**config.mk**
```make
export PLATFORM = sky130hd
export DESIGN_NAME = game_ctrl
export DESIGN_NICKNAME = d
export VERILOG_FILES = /design/src/rtl/game_pkg.sv /design/src/rtl/key_debounce.sv /design/src/rtl/game_ctrl.sv
export SDC_FILE = /design/constraint.sdc
export NUM_CORES = 1
export LEC_CHECK = 0
export CAP_MARGIN = 10
export CORE_UTILIZATION = 27
export CTS_CLUSTER_SIZE = 24
export DETAILED_ROUTE_END_ITERATION = 12
export REMOVE_ABC_BUFFERS = 1
export SETUP_SLACK_MARGIN = 0.1
export SYNTH_ARGS = -nofsm -noshare
export SYNTH_HDL_FRONTEND = slang
export SYNTH_SLANG_ARGS = --single-unit
```
**constraint.sdc**
```tcl
create_clock -name clk -period 4.4 [get_ports clk]
set_input_delay 1.32 -clock clk [delete_from_list [all_inputs] [get_ports clk]]
set_output_delay 1.32 -clock clk [all_outputs]
set_load 0.03 [all_outputs]
```
**src/rtl/game_pkg.sv**
```systemverilog
`timescale 1ns/1ps
`default_nettype none
// ============================================================================
// Module   : game_pkg
// Purpose  : Shared game state codes for the controller, renderer and
//            character blocks, plus a small saturating-decrement helper.
// Ports    : (package, no ports)
// Revision : 1.0  initial release
// ============================================================================
package game_pkg;

  typedef enum logic [2:0] {
    ST_MENU  = 3'b000,
    ST_PLAY  = 3'b001,
    ST_LOSE  = 3'b010,
    ST_WIN   = 3'b011,
    ST_DYING = 3'b100
  } game_state_e;

  // Lives never wrap from 0 back to 3.
  function automatic logic [1:0] lives_dec_sat(input logic [1:0] cur);
    return (cur == 2'd0) ? 2'd0 : cur - 2'd1;
  endfunction

endpackage
`default_nettype wire

```
**src/rtl/key_debounce.sv**
```systemverilog
`timescale 1ns/1ps
`default_nettype none
// ============================================================================
// Module   : key_debounce
// Purpose  : Two-flop synchroniser, counter debounce and falling-edge detect
//            for an active-low mechanical key.
// Ports    : clk    - system clock
//            rst    - synchronous active-high reset
//            key_n  - raw asynchronous active-low key
//            level  - debounced key level (idle high)
//            press  - one-cycle pulse on debounced 1->0 transition
// Revision : 1.0  initial release
// ============================================================================
module key_debounce #(
  parameter int DEBOUNCE_CYCLES = 1000000
) (
  input  logic clk,
  input  logic rst,
  input  logic key_n,
  output logic level,
  output logic press
);

  localparam int CW = (DEBOUNCE_CYCLES > 1) ? $clog2(DEBOUNCE_CYCLES) : 1;
  localparam logic [CW-1:0] CNT_LAST = CW'(DEBOUNCE_CYCLES - 1);

  logic          sync1;
  logic          sync2;
  logic [CW-1:0] cnt;

  // Synchroniser flops reset to the idle (released) level so that leaving
  // reset can never look like a key press.
  always_ff @(posedge clk) begin
    if (rst) begin
      sync1 <= 1'b1;
      sync2 <= 1'b1;
      level <= 1'b1;
      cnt   <= '0;
      press <= 1'b0;
    end else begin
      sync1 <= key_n;
      sync2 <= sync1;
      press <= 1'b0;
      if (sync2 == level) begin
        cnt <= '0;
      end else if (cnt == CNT_LAST) begin
        // N-th consecutive differing sample: accept the new level. The old
        // level being high means this is the falling (press) edge.
        level <= sync2;
        cnt   <= '0;
        press <= level;
      end else begin
        cnt <= cnt + 1'b1;
      end
    end
  end

endmodule
`default_nettype wire

```
**src/rtl/game_ctrl.sv**
```systemverilog
`timescale 1ns/1ps
`default_nettype none
// ============================================================================
// Module   : game_ctrl
// Purpose  : Game flow controller: menu, play with round timer, dying
//            animation with lives, win and lose screens.
// Ports    : clk, rst          - clock, synchronous active-high reset
//            start_n           - raw active-low start key
//            frame_tick        - one-cycle pulse per video frame
//            in_lava, at_goal  - character status levels
//            force_lose/win    - debug switch levels
//            state             - game state code (game_pkg encoding)
//            lives, time_left  - remaining lives / seconds
//            respawn           - one-cycle pulse: return character to spawn
// Revision : 1.0  initial release
// ============================================================================
module game_ctrl
  import game_pkg::*;
#(
  parameter int DEBOUNCE_CYCLES = 1000000,
  parameter int START_LIVES     = 3,
  parameter int TIME_LIMIT_S    = 60,
  parameter int FRAMES_PER_SEC  = 60,
  parameter int DEATH_FRAMES    = 30
) (
  input  logic       clk,
  input  logic       rst,
  input  logic       start_n,
  input  logic       frame_tick,
  input  logic       in_lava,
  input  logic       at_goal,
  input  logic       force_lose,
  input  logic       force_win,
  output logic [2:0] state,
  output logic [1:0] lives,
  output logic [6:0] time_left,
  output logic       respawn
);

  localparam int FW = (FRAMES_PER_SEC > 1) ? $clog2(FRAMES_PER_SEC) : 1;
  localparam int DW = (DEATH_FRAMES > 1) ? $clog2(DEATH_FRAMES) : 1;
  localparam logic [FW-1:0] FRAME_LAST = FW'(FRAMES_PER_SEC - 1);
  localparam logic [DW-1:0] DEATH_LAST = DW'(DEATH_FRAMES - 1);
  localparam logic [1:0]    LIVES_INIT = 2'(START_LIVES);
  localparam logic [6:0]    TIME_INIT  = 7'(TIME_LIMIT_S);

  game_state_e   cur_state;
  game_state_e   nxt_state;
  logic          start_press;
  logic          start_level;
  logic [FW-1:0] frame_cnt;
  logic [FW-1:0] frame_nxt;
  logic [DW-1:0] death_cnt;
  logic [DW-1:0] death_nxt;
  logic [1:0]    lives_nxt;
  logic [6:0]    time_nxt;
  logic          respawn_nxt;
  logic          sec_done;
  logic          time_expire;
  logic          death_done;

  key_debounce #(
    .DEBOUNCE_CYCLES(DEBOUNCE_CYCLES)
  ) u_key (
    .clk  (clk),
    .rst  (rst),
    .key_n(start_n),
    .level(start_level),
    .press(start_press)
  );

  // A second elapses on the last frame of the second; the round is lost when
  // that decrement lands on zero.
  assign sec_done    = frame_tick && (frame_cnt == FRAME_LAST);
  assign time_expire = sec_done && (time_left <= 7'd1);
  assign death_done  = frame_tick && (death_cnt == DEATH_LAST);

  // State register
  always_ff @(posedge clk) begin
    if (rst) begin
      cur_state <= ST_MENU;
    end else begin
      cur_state <= nxt_state;
    end
  end

  // Next-state logic
  always_comb begin
    nxt_state = cur_state;
    case (cur_state)
      ST_MENU:  if (start_press) nxt_state = ST_PLAY;
      ST_PLAY: begin
        if (force_lose || time_expire)  nxt_state = ST_LOSE;
        else if (in_lava)               nxt_state = ST_DYING;
        else if (at_goal || force_win)  nxt_state = ST_WIN;
      end
      ST_DYING: begin
        // lives already holds the post-death value here
        if (death_done) nxt_state = (lives == 2'd0) ? ST_LOSE : ST_PLAY;
      end
      ST_LOSE:  if (start_press) nxt_state = ST_PLAY;
      ST_WIN:   if (start_press) nxt_state = ST_MENU;
      default:  nxt_state = ST_MENU;
    endcase
  end

  // Output / datapath next values
  always_comb begin
    lives_nxt   = lives;
    time_nxt    = time_left;
    frame_nxt   = frame_cnt;
    death_nxt   = death_cnt;
    respawn_nxt = 1'b0;
    case (cur_state)
      ST_MENU, ST_LOSE: begin
        if (start_press) begin
          lives_nxt   = LIVES_INIT;
          time_nxt    = TIME_INIT;
          frame_nxt   = '0;
          respawn_nxt = 1'b1;
        end
      end
      ST_PLAY: begin
        // The timer keeps running on the exit cycle too.
        if (frame_tick) begin
          frame_nxt = sec_done ? '0 : frame_cnt + 1'b1;
          if (sec_done && (time_left != 7'd0)) time_nxt = time_left - 7'd1;
        end
        if (nxt_state == ST_DYING) begin
          lives_nxt = lives_dec_sat(lives);
          death_nxt = '0;
        end
      end
      ST_DYING: begin
        if (frame_tick && !death_done) death_nxt = death_cnt + 1'b1;
        if (nxt_state == ST_PLAY) respawn_nxt = 1'b1;
      end
      default: ;
    endcase
  end

  always_ff @(posedge clk) begin
    if (rst) begin
      lives     <= LIVES_INIT;
      time_left <= TIME_INIT;
      frame_cnt <= '0;
      death_cnt <= '0;
      respawn   <= 1'b0;
    end else begin
      lives     <= lives_nxt;
      time_left <= time_nxt;
      frame_cnt <= frame_nxt;
      death_cnt <= death_nxt;
      respawn   <= respawn_nxt;
    end
  end

  assign state = cur_state;

endmodule
`default_nettype wire

```
==> results.yml <==
clocking:
  path_clk_slew_ns: 0.10
  clk_latency_ns: 0.30
  cts_buffer_depth: 2
  cts_resized: 0
  cts_setup_buffers: 0
  cts-buffers-inserted: 5
  cts_hold_buf: 0
  htree_levels: 2
  clock_sinks: 48
  cts_tree: "yes"
  ctsRootBufferMaster: "clkbuf_8"
die:
  coreArea_mm2: 0.00872
  pin_count: 21
  start_util_pct: 27.9
  rows: 34
  fp.dieArea_mm2: 0.00939
  die_w_um: 96.9
  dieHeight_um: 96.9
final_layout:
  syn_to_final_growth_pct: 17.2
  n_antenna_cell: 0
  finalInstanceArea_mm2: 0.00285
  fin_cells: 404
  fin_nets: 310
  drive_above_1_share_pct: 9.46
sta:
  setup_viol: 0
  setup_tns_ns: 0
  hold_violations: 0
  rsz0062_at_grt: "false"
  post-route-min-period_ns: 3.10
  maxSlewViolCount: 0
  tightest_slew_ns: 0.813
  min_period_over_period_pct: 70.4
  fin_skew_ns: 0.0107
  slew_headroom_pct: 45.8
  fmax_mhz: 323
placement:
  routabilityCongestion: 0.808
  placed_cells: 396
  place_area_mm2: 0.00274
  place_hpwl_um: 3560
  portBuffers: 20
synth:
  seq_area_frac_synth_pct: 39.5
  synthArstFlopShare_pct: 0
  yosysUniqueCellTypes: 55
  ys_ff_latch: 48
  postSynthAreaPerCell_um2: 8.81
  yosysWarnings: 0
  synth_edf_count: 0
  synthCells: 276
  syn-cell-area_mm2: 0.00243
  ys.flop_type: "dfxtp_1"
drt:
  routed_wl_um: 4920
  vias: 2008
  wl_per_cell_um: 12.2
  antenna_left: 0
  post-route-drc-count: 0
  vias_per_cell: 4.97
  drt_iter0_drc: 87
  first_pass_iters: 4
global_route:
  antenna_found_initial: 0
  grt_pass1_vias: 1892
  grt.overflow.total: 0
  grt_max_degree: 20
  grt_pass1_wl_um: 8710
  grt_use_total_pct: 11.1
worst_setup_path:
  cp_slowest_stage_delay_ns: 0.61
  critical_path.endpoint_type: "flip-flop"
  path_cells: "clkdlybuf4s50_1 > and4b_1 > a41oi_1 > or4_1 > a21oi_1"
  crit_path_start_kind: "input port"
  critPathKind: "input port to flip-flop"
  required_ns: 4.63
  cpMaxStageDelayCell: "clkdlybuf4s50_1"
  cp_max_fo: 11
  arrival_ns: 3.33
power:
  p_leak_nw: 0.911
  p_per_area_mw_per_mm2: 273
  ir_drop_uv: 112
  total_power_mw: 0.778
run:
  cap_violations: 0
min_path:
  min_path_type: "flip-flop to flip-flop"
status:
  outcome: "completed"
==> routing by layer <==
| metal | wire, um | track usage [%] | vias up |
|---|---|---|---|
| li1 | - | - | 1058 |
| met1 | 2600 | 15.5 | 928 |
| met2 | 2140 | 17.0 | 16 |
| met3 | 97 | 2.24 | 6 |
| met4 | 79 | 4.13 | 0 |
| met5 | 0 | 0 | - |
==> placed cells by master, fill, tap and decap left out, drive strengths merged, types with 5 or more instances in the layout <==
cell type      synthesis  layout
dfxtp                 48      48
nor2                  26      26
clkdlybuf4s50          0      20
nand3                 16      16
o21ai                 16      16
xnor2                 13      13
inv                   12      12
nor3                  12      12
a21oi                 12      12
nand2                  9       9
xor2                   9       9
or3                    8       8
ha                     7       7
or2                    7       7
nand4                  7       7
or4                    5       5
o211ai                 5       5
a211oi                 5       5
clkbuf                 7       5
==> cells in the mapped netlist (2+ instances only) <==
| library cell | number | area share [%] |
|---|---|---|
| or4_1 | 5 | 1.5 |
| o21ai_0 | 14 | 2.9 |
| nand4_1 | 6 | 1.5 |
| o211ai_1 | 5 | 1.5 |
| nand3b_1 | 2 | 0.62 |
| a21oi_1 | 12 | 2.5 |
| nor4_1 | 4 | 1.0 |
| nor2_1 | 26 | 4.0 |
| ha_1 | 7 | 3.6 |
| xor2_1 | 9 | 3.2 |
| nor3_1 | 12 | 2.5 |
| buf_2 | 2 | 0.41 |
| and3_1 | 3 | 0.77 |
| or3_1 | 8 | 2.1 |
| or2_2 | 6 | 1.5 |
| xnor2_1 | 13 | 4.7 |
| dfxtp_1 | 48 | 40 |
| nand2_1 | 9 | 1.4 |
| nor2b_1 | 2 | 0.51 |
| nor3b_1 | 2 | 0.62 |
| a31oi_1 | 3 | 0.77 |
| nand3_1 | 16 | 3.3 |
| nor4bb_1 | 2 | 0.82 |
| or3b_2 | 3 | 1.1 |
| inv_1 | 12 | 1.9 |
| and4_1 | 3 | 1.1 |
| a211oi_1 | 5 | 1.5 |
| clkbuf_1 | 7 | 1.1 |
| o31ai_1 | 4 | 1.2 |
==> area by class of cell <==
| cell class | count | area (um2) |
|---|---|---|
| Clock inverter | 3 | 42.5 |
| Tap cell | 108 | 135 |
| Sequential cell | 48 | 961 |
| Inverter | 12 | 45.0 |
| Clock buffer | 5 | 68.8 |
| Fill cell | 908 | 5870 |
| Multi-Input combinational cell | 207 | 1390 |
| Timing Repair Buffer | 21 | 208 |
==> sequential cells by signal, indices dropped and copies added, names as in the netlist, 2 cells and up <==
name and flops:
state 3, u_key.cnt 20, lives 2, time_left 7, death_cnt 5, frame_cnt 6
==> worst max-delay path, delay by kind of cell <==
kind | cells | cell delay, ns
buf+inv | 1 | 0.61
simple gates | 2 | 0.88
compound gates | 2 | 0.52
==> through the flow <==
| step | utilization [%] | hold WS [ns] | setup slack [ns] |
|---|---|---|---|
| final | 32.7 | 0.418 | 1.30 |
| after floorplan | - | 0.389 | 1.86 |
| after detailed placement | 31.4 | 0.399 | 1.02 |
| after CTS | 32.7 | 0.423 | 1.32 |
| after global placement | 31.4 | 0.393 | 1.08 |
| after global routing | 32.7 | 0.468 | 1.15 |
==> logic make-up (layout without fill, tap and decap cells) <==
kind of cell / count (synthesis) / in the layout / share of synthesized area, %
AOI/OAI and AO/OA: 57 / 57 / 16.5
xor gates and xnor gates: 22 / 22 / 7.92
adders and majority gates: 7 / 7 / 3.60
buffers and inverters: 21 / 41 / 3.34
DFF: 48 / 48 / 39.5
muxes: 1 / 1 / 0.412
and+or+nand+nor: 120 / 120 / 28.8
==> where the power goes <==
part / total [mW] / internal (mW) / switching, mW
Clock: 0.322 / 0.168 / 0.153
Sequential: 0.436 / 0.435 / 0.000635
Combinational: 0.0207 / 0.00946 / 0.0112
==> final timing paths <==
path | slack, ns | from | to | depth (start not counted)
worst max register to register | 2.19 | time_left[0]$_SDFFE_PP0P_ | time_left[4]$_SDFFE_PP1P_ | 6
worst min-delay path | 0.42 | u_key.sync1$_SDFF_PP1_ | u_key.sync2$_SDFF_PP1_ | 1
worst min register to register | 0.42 | u_key.sync1$_SDFF_PP1_ | u_key.sync2$_SDFF_PP1_ | 1
worst max-delay path | 1.30 | frame_tick | time_left[1]$_SDFFE_PP0P_ | 5
No activity file was read; power rests on OpenSTA's default activity.
==> RTL change 1: new RTL, same flow settings <==
`DEBOUNCE_CYCLES` is set to 1000000 in 2 places; all go to 4000000.
--- a/src/rtl/key_debounce.sv
+++ b/src/rtl/key_debounce.sv
@@ -12,7 +12,7 @@
 // Revision : 1.0  initial release
 // ============================================================================
 module key_debounce #(
-  parameter int DEBOUNCE_CYCLES = 1000000
+  parameter int DEBOUNCE_CYCLES = 4000000
 ) (
   input  logic clk,
   input  logic rst,
--- a/src/rtl/game_ctrl.sv
+++ b/src/rtl/game_ctrl.sv
@@ -17,7 +17,7 @@
 module game_ctrl
   import game_pkg::*;
 #(
-  parameter int DEBOUNCE_CYCLES = 1000000,
+  parameter int DEBOUNCE_CYCLES = 4000000,
   parameter int START_LIVES     = 3,
   parameter int TIME_LIMIT_S    = 60,
   parameter int FRAMES_PER_SEC  = 60,
Formal check against the unedited RTL: no difference found for any inputs over 10 cycles, from zero or initial values and one cycle with rst high; that may be too few to reach the edited logic, so the function may still have changed.
==> RTL change 1 against the original RTL <==
- synthesized area is 2.3% higher
- largest power group unchanged
- total power is 12% higher
- cell area is 3.2% higher
- sequential cell count is 2 higher
- maximum frequency is 2.5% higher
- count of clock-buffer cells in the layout is 1 higher
- worst setup slack better by 76 ps
- routed wire length is 3.6% higher
- core utilization is 0.72 points higher
==> RTL change 1: results (changes against the original RTL) <==
STATUS='finished, final reports clean'
YOSYSTOPAREACELLSHARE_PCT=40.2  # +0.74 points
PLACE_INST=401  # +1.3%
GLOBAL_ROUTE.USAGE.TOTAL_PCT=11.5  # +0.37 points
SYNTH_SEQ_AREA_SHARE_PCT=40.2  # +0.74 points
DRT-MET1-WL_MICRONS=2550  # -2.2%
GRT_USE_MET3_PCT=2.72  # +0.48 points
ROUTED-WL-MET3_MICRONS=163  # +68%
GRT_START_MAX_NET_PINS=22  # +10%
TIMING.RR.START='frame_cnt[0]'
SYNTH_COMMON_CELLS='sky130_fd_sc_hd__dfxtp_1, sky130_fd_sc_hd__nor2_1, sky130_fd_sc_hd__xnor2_1'
YOSYS.AREA_SHARE.XOR_XNOR_PCT=8.45  # +0.53 points
CRITICAL_PATH_ARRIVAL_PS=3250  # -80 ps
P_LEAK_uW=0.000895  # -1.7%
DESIGN.FINAL.NETS=315  # +1.6%
STDCELL_COUNT=409  # +1.2%
SHARE_OF_FINAL_LAYOUT_STANDARD_CELLS_STRONGER_THAN_DRIVE_STRENGTH_1_PCT=6.64  # -2.8 points
CRITICAL_PATH.MAX_FANOUT=8  # -3
DR_WL_MET2_MICRONS=2350  # +10%
GRT_PASS1_VIAS=1996  # +5.5%
SYNTH_FA_HA_AREA_SHARE_PCT=3.52  # -0.080 points
WIRE_LENGTH_OF_THE_FIRST_GLOBAL_ROUTING_PASS_MICRONS=9260  # +6.3%
POST_SYNTH_MAIN_AREA_CONTRIBUTORS='sky130_fd_sc_hd__dfxtp_1, sky130_fd_sc_hd__nor2_1, sky130_fd_sc_hd__xnor2_1'
DP_HPWL_MICRONS=3690  # +3.6%
LAYOUT.CELL_AREA.NON_FILLER_SQ_UM=2940  # +3.2%
TOP_REGS='u_key.cnt: 22 flops, time_left: 7 flops, frame_cnt: 6 flops'
SYN_AVG_CELL_AREA_SQ_UM=8.85  # +0.44%
VIAS_PER_CELL=5.01  # +0.89%
GRT.MET1_USAGE_PCT=15.3  # -0.16 points
PLACE_AREA_SQ_UM=2800  # +2.2%
-- RTL change 1: cell types whose count changed after synthesis, sizes merged, moves of 5 or more --
cell and delta:
or2 -5, nor3 -7, nor2 +17, o21ai -8
nand3 -5, o211ai -5
-- RTL change 1: cell type report --
cell class,count,area share [%]
clock buffer,6,2.81
clock inverter,2,2.04
inverter,11,1.40
multi-input combinational,210,47.8
sequential,50,34.0
tap,108,4.59
timing repair buffer,22,7.32
-- RTL change 1: through the flow --
step | setup WS, ps | total power [uW] | hold slack (ps)
2_1_floorplan | 1830 | 473 | 389
3_3_place_gp | 1100 | 485 | 392
3_5_place_dp | 1060 | 485 | 398
4_1_cts | 1380 | 880 | 420
5_1_grt | 1290 | 902 | 428
6_report | 1380 | 870 | 415
-- RTL change 1: power by group --
part | switching (uW) | internal (uW) | total (uW)
registers | 0.584 | 453 | 454
logic | 11.5 | 9.19 | 20.6
clock network | 153 | 242 | 396
==> RTL change 2: new RTL, config.mk and constraints unchanged <==
Without the edit above. Reset style: asynchronous (`rst`), changed in 3 clocked blocks. Comments in the files are not updated.
--- a/src/rtl/key_debounce.sv
+++ b/src/rtl/key_debounce.sv
@@ -30,7 +30,7 @@
 
   // Synchroniser flops reset to the idle (released) level so that leaving
   // reset can never look like a key press.
-  always_ff @(posedge clk) begin
+  always_ff @(posedge clk or posedge rst) begin
     if (rst) begin
       sync1 <= 1'b1;
       sync2 <= 1'b1;
--- a/src/rtl/game_ctrl.sv
+++ b/src/rtl/game_ctrl.sv
@@ -76,7 +76,7 @@
   assign death_done  = frame_tick && (death_cnt == DEATH_LAST);
 
   // State register
-  always_ff @(posedge clk) begin
+  always_ff @(posedge clk or posedge rst) begin
     if (rst) begin
       cur_state <= ST_MENU;
     end else begin
@@ -139,7 +139,7 @@
     endcase
   end
 
-  always_ff @(posedge clk) begin
+  always_ff @(posedge clk or posedge rst) begin
     if (rst) begin
       lives     <= LIVES_INIT;
       time_left <= TIME_INIT;
Behaviour: same outputs for any inputs over 10 cycles, from zero or initial values and one cycle with rst high; that may be too few to reach the edited logic, so the function may still have changed.
==> RTL change 2 against the original RTL <==
- highest routed layer unchanged
- critical path depth rose by 1
- sequential cell count did not move
- register-to-register slack better by 20 ps
- sequential share of layout area is 8.4 points higher
- routed wire length up 2.5%
- clock skew down 2.9 ps
- core utilization shrank 0.15 points
- count of clock-buffer cells in the layout up 2
- the run now ends with design-rule violations left
- cell area rose by 1.0%
- synthesized area grew 2.8%
- worst setup slack improved by 36 ps
Power is not compared: it rests on default switching activity, and its combinational part moved more than twofold at a synthesized area within 25%.
==> RTL change 2: results (changes against the original RTL) <==
STATUS='finished with violations'
FAILED_CHECKS='design-rule violations'
STDCELL_COUNT=385  # -4.7%
NUMBER_OF_DRC_VIOLATIONS_AFTER_DETAILED_ROUTING=1  # +1
WORST_PIN_SLEW_PS=1010  # +194 ps
SYN_AVG_CELL_AREA_SQ_UM=9.77  # +11%
VIAS_PER_CELL=4.89  # -1.6%
TIMING.CRITICAL_PATH.SLOWEST_STAGE_CELL='sky130_fd_sc_hd__a21oi_1'
DRT_FIRST_PASS_ITERS=10  # +6
SLOWEST_DELAY_PS=650  # +40 ps
CRITICAL_PATH.MAX_FANOUT=14  # +3
SHARE_OF_FINAL_LAYOUT_STANDARD_CELLS_STRONGER_THAN_DRIVE_STRENGTH_1_PCT=8.30  # -1.2 points
CLKSLEWWORSTSETUPHOLDPATHS_PS=80  # -20 ps
FIN_WORST_SKEW_PS=7.78  # -2.91 ps
SYNTH_COMMON_CELLS='sky130_fd_sc_hd__nor2_1, sky130_fd_sc_hd__dfrtp_1, sky130_fd_sc_hd__nand2_1'
PLACE_INST=377  # -4.8%
TOTAL_POWER_DRAW_uW=933
FIRST_ITER_VIOLATIONS=85  # -2.3%
DESIGN.FINAL.NETS=291  # -6.1%
DRT_WL_TOTAL_MICRONS=5040  # +2.5%
CRITICAL_PATH_ARRIVAL_PS=3290  # -40 ps
ASYNC_RESET_FF_SHARE_PCT=100  # +100 points
GRT_PASS1_VIAS=1924  # +1.7%
GLOBAL_ROUTE.USAGE.TOTAL_PCT=11.5  # +0.33 points
WIRE_LENGTH_OF_THE_FIRST_GLOBAL_ROUTING_PASS_MICRONS=8980  # +3.0%
==> RTL change 2: through the flow <==
stage / hold slack, ps / setup WS, ps / area, sq um
3_5_place_dp: 355 / 1020 / 2800
6_report: 364 / 1340 / 2880
4_1_cts: 368 / 1330 / 2880
3_3_place_gp: 356 / 1060 / 2800
5_1_grt: 376 / 1130 / 2880
2_1_floorplan: 345 / 1840 / 2460
==> RTL change 2: worst paths after layout <==
check / cells after the start / slack (ps) / start / end
max: 6 / 1340 / frame_tick / time_left[4]
min: 0 / 360 / u_key.sync1 / u_key.sync2
max reg2reg: 5 / 2210 / time_left[2] / time_left[4]
min reg2reg: 0 / 360 / u_key.sync1 / u_key.sync2
max in group asynchronous: 2 / 2210 / rst / u_key.press
min in group asynchronous: 2 / 1580 / rst / time_left[0]
==> RTL change 2: cell families (layout without fill, tap and decap cells) <==
logic type / count (synthesis) / after routing / synth area share (%)
adder cells (fa/ha/maj): 7 / 7 / 3.50
multiplexers: 2 / 2 / 0.851
XOR/XNOR: 22 / 22 / 7.71
flip-flops: 48 / 48 / 48.5
AO/OA/AOI/OAI: 40 / 40 / 10.7
buffers and inverters: 15 / 36 / 2.70
AND/OR/NAND/NOR: 122 / 122 / 26.1
==> RTL change 2: per-layer routing <==
metal | wire length, microns | vias up | GRT usage, %
met5 | 0 | - | 0
met4 | 63 | 0 | 4.25
met3 | 205 | 5 | 3.01
met2 | 2340 | 28 | 18.1
met1 | 2430 | 904 | 15.2
li1 | - | 945 | -
==> RTL change 2: final cells by class <==
class	instances	area (sq um)
flip-flops and latches	48	1210
multi-input cells	193	1220
fillers	914	5970
inverters	8	30.0
repair buffers	20	200
well taps	108	135
clock inverters	1	5.00
clock buffers	7	76.3
